[config.mk]
export PLATFORM = sky130hd
export DESIGN_NAME = lsu_mem_master
export DESIGN_NICKNAME = d
export VERILOG_FILES = /design/src/rtl/lsu_pkg.sv /design/src/rtl/lsu_align.sv /design/src/rtl/lsu_mem_master.sv
export SDC_FILE = /design/constraint.sdc
export NUM_CORES = 1
export LEC_CHECK = 0
export CORE_MARGIN = 10
export CORE_UTILIZATION = 42
export DETAILED_ROUTE_END_ITERATION = 10
export PLACE_DENSITY = 0.77
export RECOVER_POWER = 25
export SLEW_MARGIN = 40
export SYNTH_ARGS = -nofsm -noshare
export SYNTH_HDL_FRONTEND = slang
export SYNTH_SLANG_ARGS = --single-unit
[constraint.sdc]
create_clock -name clk -period 2.3 [get_ports clk]
set_input_delay 0.46 -clock clk [delete_from_list [all_inputs] [get_ports clk]]
set_output_delay 0.46 -clock clk [all_outputs]
set_load 0.005 [all_outputs]
[src/rtl/lsu_pkg.sv]
// Shared definitions for the load/store unit: RV32I funct3 encodings and FSM states.
package lsu_pkg;

  localparam logic [2:0] F3_B  = 3'b000;
  localparam logic [2:0] F3_H  = 3'b001;
  localparam logic [2:0] F3_W  = 3'b010;
  localparam logic [2:0] F3_BU = 3'b100;
  localparam logic [2:0] F3_HU = 3'b101;

  typedef enum logic [1:0] {IDLE, READ, WRITE, RESP} lsu_state_t;

  // Stores only have signed-less B/H/W encodings; loads add the unsigned variants.
  function automatic logic funct3_ok(input logic store, input logic [2:0] f3);
    if (store) return (f3 == F3_B) || (f3 == F3_H) || (f3 == F3_W);
    return (f3 == F3_B) || (f3 == F3_H) || (f3 == F3_W) || (f3 == F3_BU) || (f3 == F3_HU);
  endfunction

endpackage

[src/rtl/lsu_align.sv]
// Combinational lane handling: extracts/extends a load lane and merges a store lane into a word.
// Offsets are masked to the access size (halfword uses offset[1], word ignores the offset).
module lsu_align
  import lsu_pkg::*;
(
  input  logic [2:0]  funct3,
  input  logic [1:0]  offset,
  input  logic [31:0] word,
  input  logic [31:0] wdata,
  output logic [31:0] load_data,
  output logic [31:0] store_word
);

  logic [7:0]  byte_lane;
  logic [15:0] half_lane;

  always_comb begin
    byte_lane = word[{offset, 3'b000} +: 8];
    half_lane = word[{offset[1], 4'b0000} +: 16];

    case (funct3)
      F3_B:    load_data = {{24{byte_lane[7]}}, byte_lane};
      F3_BU:   load_data = {24'h0, byte_lane};
      F3_H:    load_data = {{16{half_lane[15]}}, half_lane};
      F3_HU:   load_data = {16'h0, half_lane};
      default: load_data = word;
    endcase

    store_word = word;
    case (funct3[1:0])
      2'b00:   store_word[{offset, 3'b000} +: 8] = wdata[7:0];
      2'b01:   store_word[{offset[1], 4'b0000} +: 16] = wdata[15:0];
      default: store_word = wdata;
    endcase
  end

endmodule

[src/rtl/lsu_mem_master.sv]
// Load/store initiator: turns RV32I loads/stores into word accesses, sub-word stores by read-modify-write.
// Define LSU_MISALIGN_CHECK_EN to reject misaligned halfword/word accesses instead of masking the offset.
module lsu_mem_master
  import lsu_pkg::*;
#(
  parameter int unsigned MEM_BYTES  = 16384,
  parameter logic [31:0] RESET_ADDR = 32'h0
) (
  input  logic        clk,
  input  logic        resetn,
  input  logic        req_valid,
  output logic        req_ready,
  input  logic        req_store,
  input  logic [2:0]  req_funct3,
  input  logic [31:0] req_addr,
  input  logic [31:0] req_wdata,
  output logic        resp_valid,
  input  logic        resp_ready,
  output logic [31:0] resp_rdata,
  output logic        resp_err,
  output logic [31:0] mem_address,
  output logic [31:0] mem_data_in,
  input  logic [31:0] mem_data_out,
  output logic        mem_we
);

  localparam logic [31:0] MEM_LIMIT = 32'(MEM_BYTES);

  lsu_state_t  state;
  logic [2:0]  funct3_q;
  logic        store_q;
  logic [31:0] wdata_q;
  logic [1:0]  offset_q;
  logic [31:0] load_data;
  logic [31:0] store_word;
  logic        misaligned;
  logic        req_err;

  always_comb begin
`ifdef LSU_MISALIGN_CHECK_EN
    misaligned = ((req_funct3[1:0] == 2'b01) && req_addr[0]) ||
                 ((req_funct3[1:0] == 2'b10) && (req_addr[1:0] != 2'b00));
`else
    misaligned = 1'b0;
`endif
    req_err = (req_addr >= MEM_LIMIT) || !funct3_ok(req_store, req_funct3) || misaligned;
  end

  lsu_align u_align (
    .funct3     (funct3_q),
    .offset     (offset_q),
    .word       (mem_data_out),
    .wdata      (wdata_q),
    .load_data  (load_data),
    .store_word (store_word)
  );

  // Every memory-facing signal is a flop so address/data never glitch while mem_we is high.
  always_ff @(posedge clk) begin
    if (!resetn) begin
      state       <= IDLE;
      req_ready   <= 1'b1;
      resp_valid  <= 1'b0;
      resp_rdata  <= 32'h0;
      resp_err    <= 1'b0;
      mem_we      <= 1'b0;
      mem_address <= RESET_ADDR;
      mem_data_in <= 32'h0;
      funct3_q    <= F3_B;
      store_q     <= 1'b0;
      wdata_q     <= 32'h0;
      offset_q    <= 2'b00;
    end else begin
      case (state)
        IDLE: begin
          if (req_valid) begin
            funct3_q    <= req_funct3;
            store_q     <= req_store;
            wdata_q     <= req_wdata;
            offset_q    <= req_addr[1:0];
            mem_address <= {req_addr[31:2], 2'b00};
            req_ready   <= 1'b0;
            resp_rdata  <= 32'h0;
            resp_err    <= req_err;
            if (req_err) begin
              resp_valid <= 1'b1;
              state      <= RESP;
            end else if (req_store && (req_funct3 == F3_W)) begin
              mem_data_in <= req_wdata;
              mem_we      <= 1'b1;
              state       <= WRITE;
            end else begin
              state <= READ;
            end
          end
        end
        READ: begin
          if (store_q) begin
            mem_data_in <= store_word;
            mem_we      <= 1'b1;
            state       <= WRITE;
          end else begin
            resp_rdata <= load_data;
            resp_valid <= 1'b1;
            state      <= RESP;
          end
        end
        WRITE: begin
          mem_we     <= 1'b0;
          resp_valid <= 1'b1;
          state      <= RESP;
        end
        RESP: begin
          if (resp_ready) begin
            resp_valid <= 1'b0;
            req_ready  <= 1'b1;
            state      <= IDLE;
          end
        end
        default: state <= IDLE;
      endcase
    end
  end

endmodule
### Word-level counts from Yosys, hierarchy flattened

Index checks and enable logic that the tools add are counted.

| word-level totals | value |
|---|---|
| bits in registers | 138 |
| latch bits | 0 |
| memory bits (writable) | 0 |
| ROM bits | 0 |
| memories | 0 |

| cells by class | value |
|---|---|
| $add $sub $neg | 2 |
| $mul | 0 |
| div/mod/pow operators | 0 |
| $lt $le $gt $ge | 1 |
| equality and inequality tests | 18 |
| shifts and indexed selects | 6 |
| multiplexer cells | 34 |
| bitwise logic cells | 0 |
| reductions and logical operators | 21 |

Operators with widths:

| cell | number |
|---|---|
| $mux W32 | 6 |
| $pmux W32 S2 | 3 |
| $pmux W32 S4 | 1 |
| $bwmux W32 | 2 |
| $ge A32 B15 Y1 const B | 1 |
| $shift A16 B7 Y32 const A | 1 |
| $shift A8 B7 Y32 const A | 1 |
| $shiftx A16 B7 Y32 | 1 |
| $shiftx A32 B6 Y16 | 1 |
| $shiftx A32 B6 Y8 | 1 |
| $shiftx A8 B7 Y32 | 1 |
| $mux W1 | 14 |
| $ne A2 B2 Y1 const B | 7 |
| $neg A5 Y7 | 2 |
| $eq A3 B3 Y1 const B | 4 |
| $reduce_and A5 Y1 | 2 |
| $mux W2 | 4 |
| $pmux W2 S4 | 1 |
| $eq A3 B1 Y1 const B | 2 |
| $logic_not A3 Y1 | 2 |
| $reduce_and A3 Y1 | 2 |
| $logic_or A1 B1 Y1 | 5 |
| $eq A2 B1 Y1 const B | 2 |
| $eq A2 B2 Y1 const B | 2 |
| other kinds (11) | 14 |

### Longest topological paths before layout

| logic depth | value |
|---|---|
| depth in word-level cells | 11 |
| depth in mapped cells | 10 |
| depth with buffers taken out | 7 |

### Hierarchy

From an unflattened synthesis, not the netlist that was laid out.

| unflattened totals | value |
|---|---|
| cell total of the unflattened synthesis | 840 |
| area, all modules | 7169.4 µm² |

By module, submodules not included:

| module | times used | cells an instance | area each (µm²) |
|---|---|---|---|
| lsu_mem_master | 1 | 605 | 5431.5 |
| lsu_align | 1 | 235 | 1737.9 |

### Worst setup path before layout

No wires, ideal clock.

| path | value |
|---|---|
| kind | register -> register |
| start | register offset_q[1] |
| end | register mem_data_in[10] |
| library setup time | 0.117 ns |
| arrival | 2.065 ns |
| path slack | 0.118 ns |
| stages on the path, launching flop included | 10 |
| path buffers | 3 |
| cell sequence | dfxtp_1 buf_4 inv_2 clkbuf_1 ha_1 and4_1 clkbuf_1 a222oi_1 o21ai_0 a22o_1 |

| on the way | value |
|---|---|
| longest elaborated chain between the ends | 6 |

RTL lines:

| element | line | text |
|---|---|---|
| from (decl) | lsu_mem_master.sv:33 | `logic [1:0] offset_q;` |
| from (signal assigned) | lsu_mem_master.sv:80 | `offset_q <= req_addr[1:0];` |
| $neg A5 Y7, on equally long branches | lsu_align.sv:32, lsu_align.sv:31 |  |
| $shiftx A16 B7 Y32, or another cell as far along | lsu_align.sv:32 | `2'b01: store_word[{offset[1], 4'b0000} +: 16] = wdata[15:0];` |
| $bwmux W32, on equally long branches | lsu_align.sv:32, lsu_align.sv:31 |  |
| $pmux W32 S2 * | lsu_align.sv:30 | `case (funct3[1:0])` |
| $mux W32 * | lsu_mem_master.sv:98 | `if (store_q) begin` |
| $pmux W32 S2 * | lsu_mem_master.sv:74 | `case (state)` |
| to (signal assigned) | lsu_mem_master.sv:89 | `mem_data_in <= req_wdata;` |
| to (signal assigned) | lsu_mem_master.sv:99 | `mem_data_in <= store_word;` |
| to (decl) | lsu_mem_master.sv:22 | `output logic [31:0] mem_data_in,` |

Every way passes the cells marked *; elsewhere a longest branch is shown, timed or not. The select of a mux whose other input is x is not followed.
A chain may end at the register's enable or synchronous reset.

### Worst setup path in the final report

| path | value |
|---|---|
| start | register offset_q[0] |
| end | register mem_data_in[8] |

| on the way | value |
|---|---|
| longest elaborated chain between the ends | 6 |

RTL lines:

| element | line | text |
|---|---|---|
| $neg A5 Y7 * | lsu_align.sv:31 | `2'b00: store_word[{offset, 3'b000} +: 8] = wdata[7:0];` |
| $shiftx A8 B7 Y32 or $shift A8 B7 Y32 (tied branches) | lsu_align.sv:31 |  |
| $bwmux W32 * | lsu_align.sv:31 |  |
| $pmux W32 S2 * | lsu_align.sv:30 |  |
| $mux W32 * | lsu_mem_master.sv:98 |  |
| $pmux W32 S2 * | lsu_mem_master.sv:74 |  |

Marks and branches as above.

==> metrics.cfg <==
[run_status]
outcome=completed

[global_route]
use_met1_pct=24.36
use_met3_pct=10.65
antenna_found_initial=2
grt_max_degree=82
grt_use_met2_pct=34.76
globalRouteTotalUtil_pct=21.89
busiest_layer=met2
grt_pass1_wl_um=35010
gr-total-overflow=0
grt_pass1_vias=6450

[sta]
hold_viol=0
maxSlewHeadroom_pct=46.02
finClkSkew_ps=9.586
finalCritPeriodShare_pct=93.45
fin_hold_ws_ps=449.0
rsz0062_at_grt=false
period_needed_ps=2149
slew_violations=0
fmax_mhz=465.2
fin_setup_tns_ps=0
setup_viol_count_final=0
worst_pin_slew_ps=809.7

[pwr]
switching_share_pct=33.61
peakVddDrop_uv=644.4
leakage_nw=3.559
p_per_area_mw_per_mm2=1073
p_clk_share_pct=29.0
intPower_mw=6.577
combPwrFrac_pct=37.7
p_sw_mw=3.330
power_frac_seq_pct=33.2

[yosys]
netlist_area_mm2=0.006265
avgSynthCellArea_um2=8.582
netlist_instances=730
ys_ff_latch=138
synth-edff-count=0
ys.flop_type=dfxtp_1
synthTopCellsByArea=dfxtp_1 44%, nand2_1 11%, a21oi_1 7.7%
synth_top_area_share_pct=44.10
async_flop_share_pct=0
synth_cell_types=60
ys_warn_count=0
yosysTopAreaCell=dfxtp_1
yosysSeqAreaShare_pct=44.10

[floorplanning]
start_util_pct=42.94
die_h_um=142.1
die-area_mm2=0.02020
die_w_um=142.1
rows=44
coreArea_mm2=0.01459
pin_count=204

[setup_path]
crit_chain=inv_1, ha_1, and4_1, a222oi_1, o21ai_0, a22o_1
ff2ff_path_depth=6
crit_start=offset_q[0]
max_stage_delay_ps=430
arrival_ps=2460
worstReg2RegStart=offset_q[0]
crit_type=reg -> reg
cp.required_ps=2610
crit_path_end=mem_data_in[8]
r2r_end=mem_data_in[8]
crit_fanout=8
critPathSlowestCell=dfxtp_1
critPathCaptureType=flop
start_kind=flop
reg2reg_slack_ps=150

[clock_tree]
ctsLongestPathBuffers=2
path_clk_slew_ps=60
cts_hold_buffers=0
cts_tree=yes
postCtsSetupRepairBufs=0
h-tree-depth=4
clock-sinks=138
clock_latency_ps=420
cts_root_buf=clkbuf_16
post_cts_resized=0
cts_buffers=17

[route]
wire_per_inst_um=20.21
num_vias=6472
drt-total-wl_um=22780
ant_nets=0
drt_iter0_markers=532
viasPerCell=5.743
dr.pass1.iters=5
drc=0

[layout]
drive_gt1_share_pct=11.69
layout_commonest_cell=nand2_1
final_cell_mix=186 x nand2_1, 162 x clkdlybuf4s50_1, 138 x dfxtp_1, 97 x a21oi_1, 41 x a221o_1
fin_area_mm2=0.009234
syn_to_final_growth_pct=47.39
layout.nets=1042
fin_cells=1127
fill_cells=1239

[run]
timing.max_cap.violations=0

[place]
place.detailed.hpwl_um=16610
placed_cell_area_mm2=0.008625
port_buffers=201
gp_congestion=0.9213
place_inst=1093

[hold_path]
hold_class=reg -> reg

-- synth_stat cells (3+ instances only) --
cell type,instances
o22ai_1,3
a222oi_1,8
a221o_1,41
nor2b_1,4
nand2_1,186
and2_1,7
dfxtp_1,138
nand2b_1,3
a22oi_1,4
a21o_1,3
ha_1,9
a41o_1,3
buf_1,5
nor3_1,6
o221ai_1,7
clkbuf_1,39
inv_1,7
buf_4,3
a22o_1,14
a32o_1,20
buf_6,3
a221oi_1,4
or2_2,20
a21oi_1,97
nor4_4,3
nor2_1,13
o21ai_0,20
and3_1,3
mux2i_1,8
buf_2,11
-- stage by stage --
step | utilization, % | total power, mW | setup slack [ps]
detailed placement | 59.12 | 7.141 | -172.6
finish | 63.29 | 9.908 | 150.6
global placement | 59.12 | 7.070 | -110.6
global route | 63.26 | 10.46 | 21.26
floorplan | - | 5.307 | 118.1
CTS | 63.34 | 10.04 | 128.3
-- metal layers --
metal | vias to the layer above | routed length [um]
met5 | - | 0
li1 | 3064 | -
met2 | 345 | 10550
met3 | 52 | 2743
met4 | 0 | 871
met1 | 3011 | 8610
-- sequential cells by signal (all words and copies together), names as in the netlist --
name	cells
mem_data_in	32
state	2
req_ready	1
offset_q	2
wdata_q	32
resp_err	1
mem_address	30
store_q	1
mem_we	1
resp_rdata	32
funct3_q	3
resp_valid	1
-- area by class of cell --
class	count	area (um^2)	share of cell area [%]
clock buffer	18	439.2	4.756
multi-input combinational	523	3211	34.77
clock inverter	13	176.4	1.911
inverter	9	33.78	0.3659
antenna	2	5.005	0.05420
tap	184	230.2	2.493
timing repair buffer	240	2376	25.73
sequential	138	2763	29.92
-- worst min-delay path by stage --
stage          cells after the start              end       startpoint
5_1_grt                            2  mem_address[12]  mem_address[12]
2_1_floorplan                      2      wdata_q[31]      wdata_q[31]
6_report                           2  mem_address[10]  mem_address[10]
3_5_place_dp                       2  mem_address[24]  mem_address[24]
3_3_place_gp                       2    resp_rdata[7]    resp_rdata[7]
4_1_cts                            2  mem_address[12]  mem_address[12]
-- power groups by stage --
stage / combinational, mW / sequential [mW] / clock, mW
2_1_floorplan: 2.01 / 3.30 / 0
3_3_place_gp: 3.75 / 3.32 / 0
3_5_place_dp: 3.80 / 3.34 / 0
4_1_cts: 3.83 / 3.30 / 2.91
5_1_grt: 4.08 / 3.37 / 3.01
6_report: 3.74 / 3.29 / 2.88
-- cell families (layout without fill, tap and decap cells) --
family                     count (synthesis)  after routing  share of synthesized area, %
muxes                                     10             10                         1.638
and+or+nand+nor                          261            261                         19.43
adders and majority gates                  9              9                         1.798
other                                      1              4                       0.05986
buffers and inverters                     70            280                         4.953
AOI/OAI and AO/OA                        241            241                         28.02
DFF                                      138            138                         44.10
-- critical path: cells and delay by family, from the launching register on --
kind,cells,cell delay [ps]
and+or+nand+nor,1,270
DFF,1,430
adders and majority gates,1,360
buffers and inverters,1,140
AOI/OAI and AO/OA,3,850
Power figures use the tool's default switching activity.
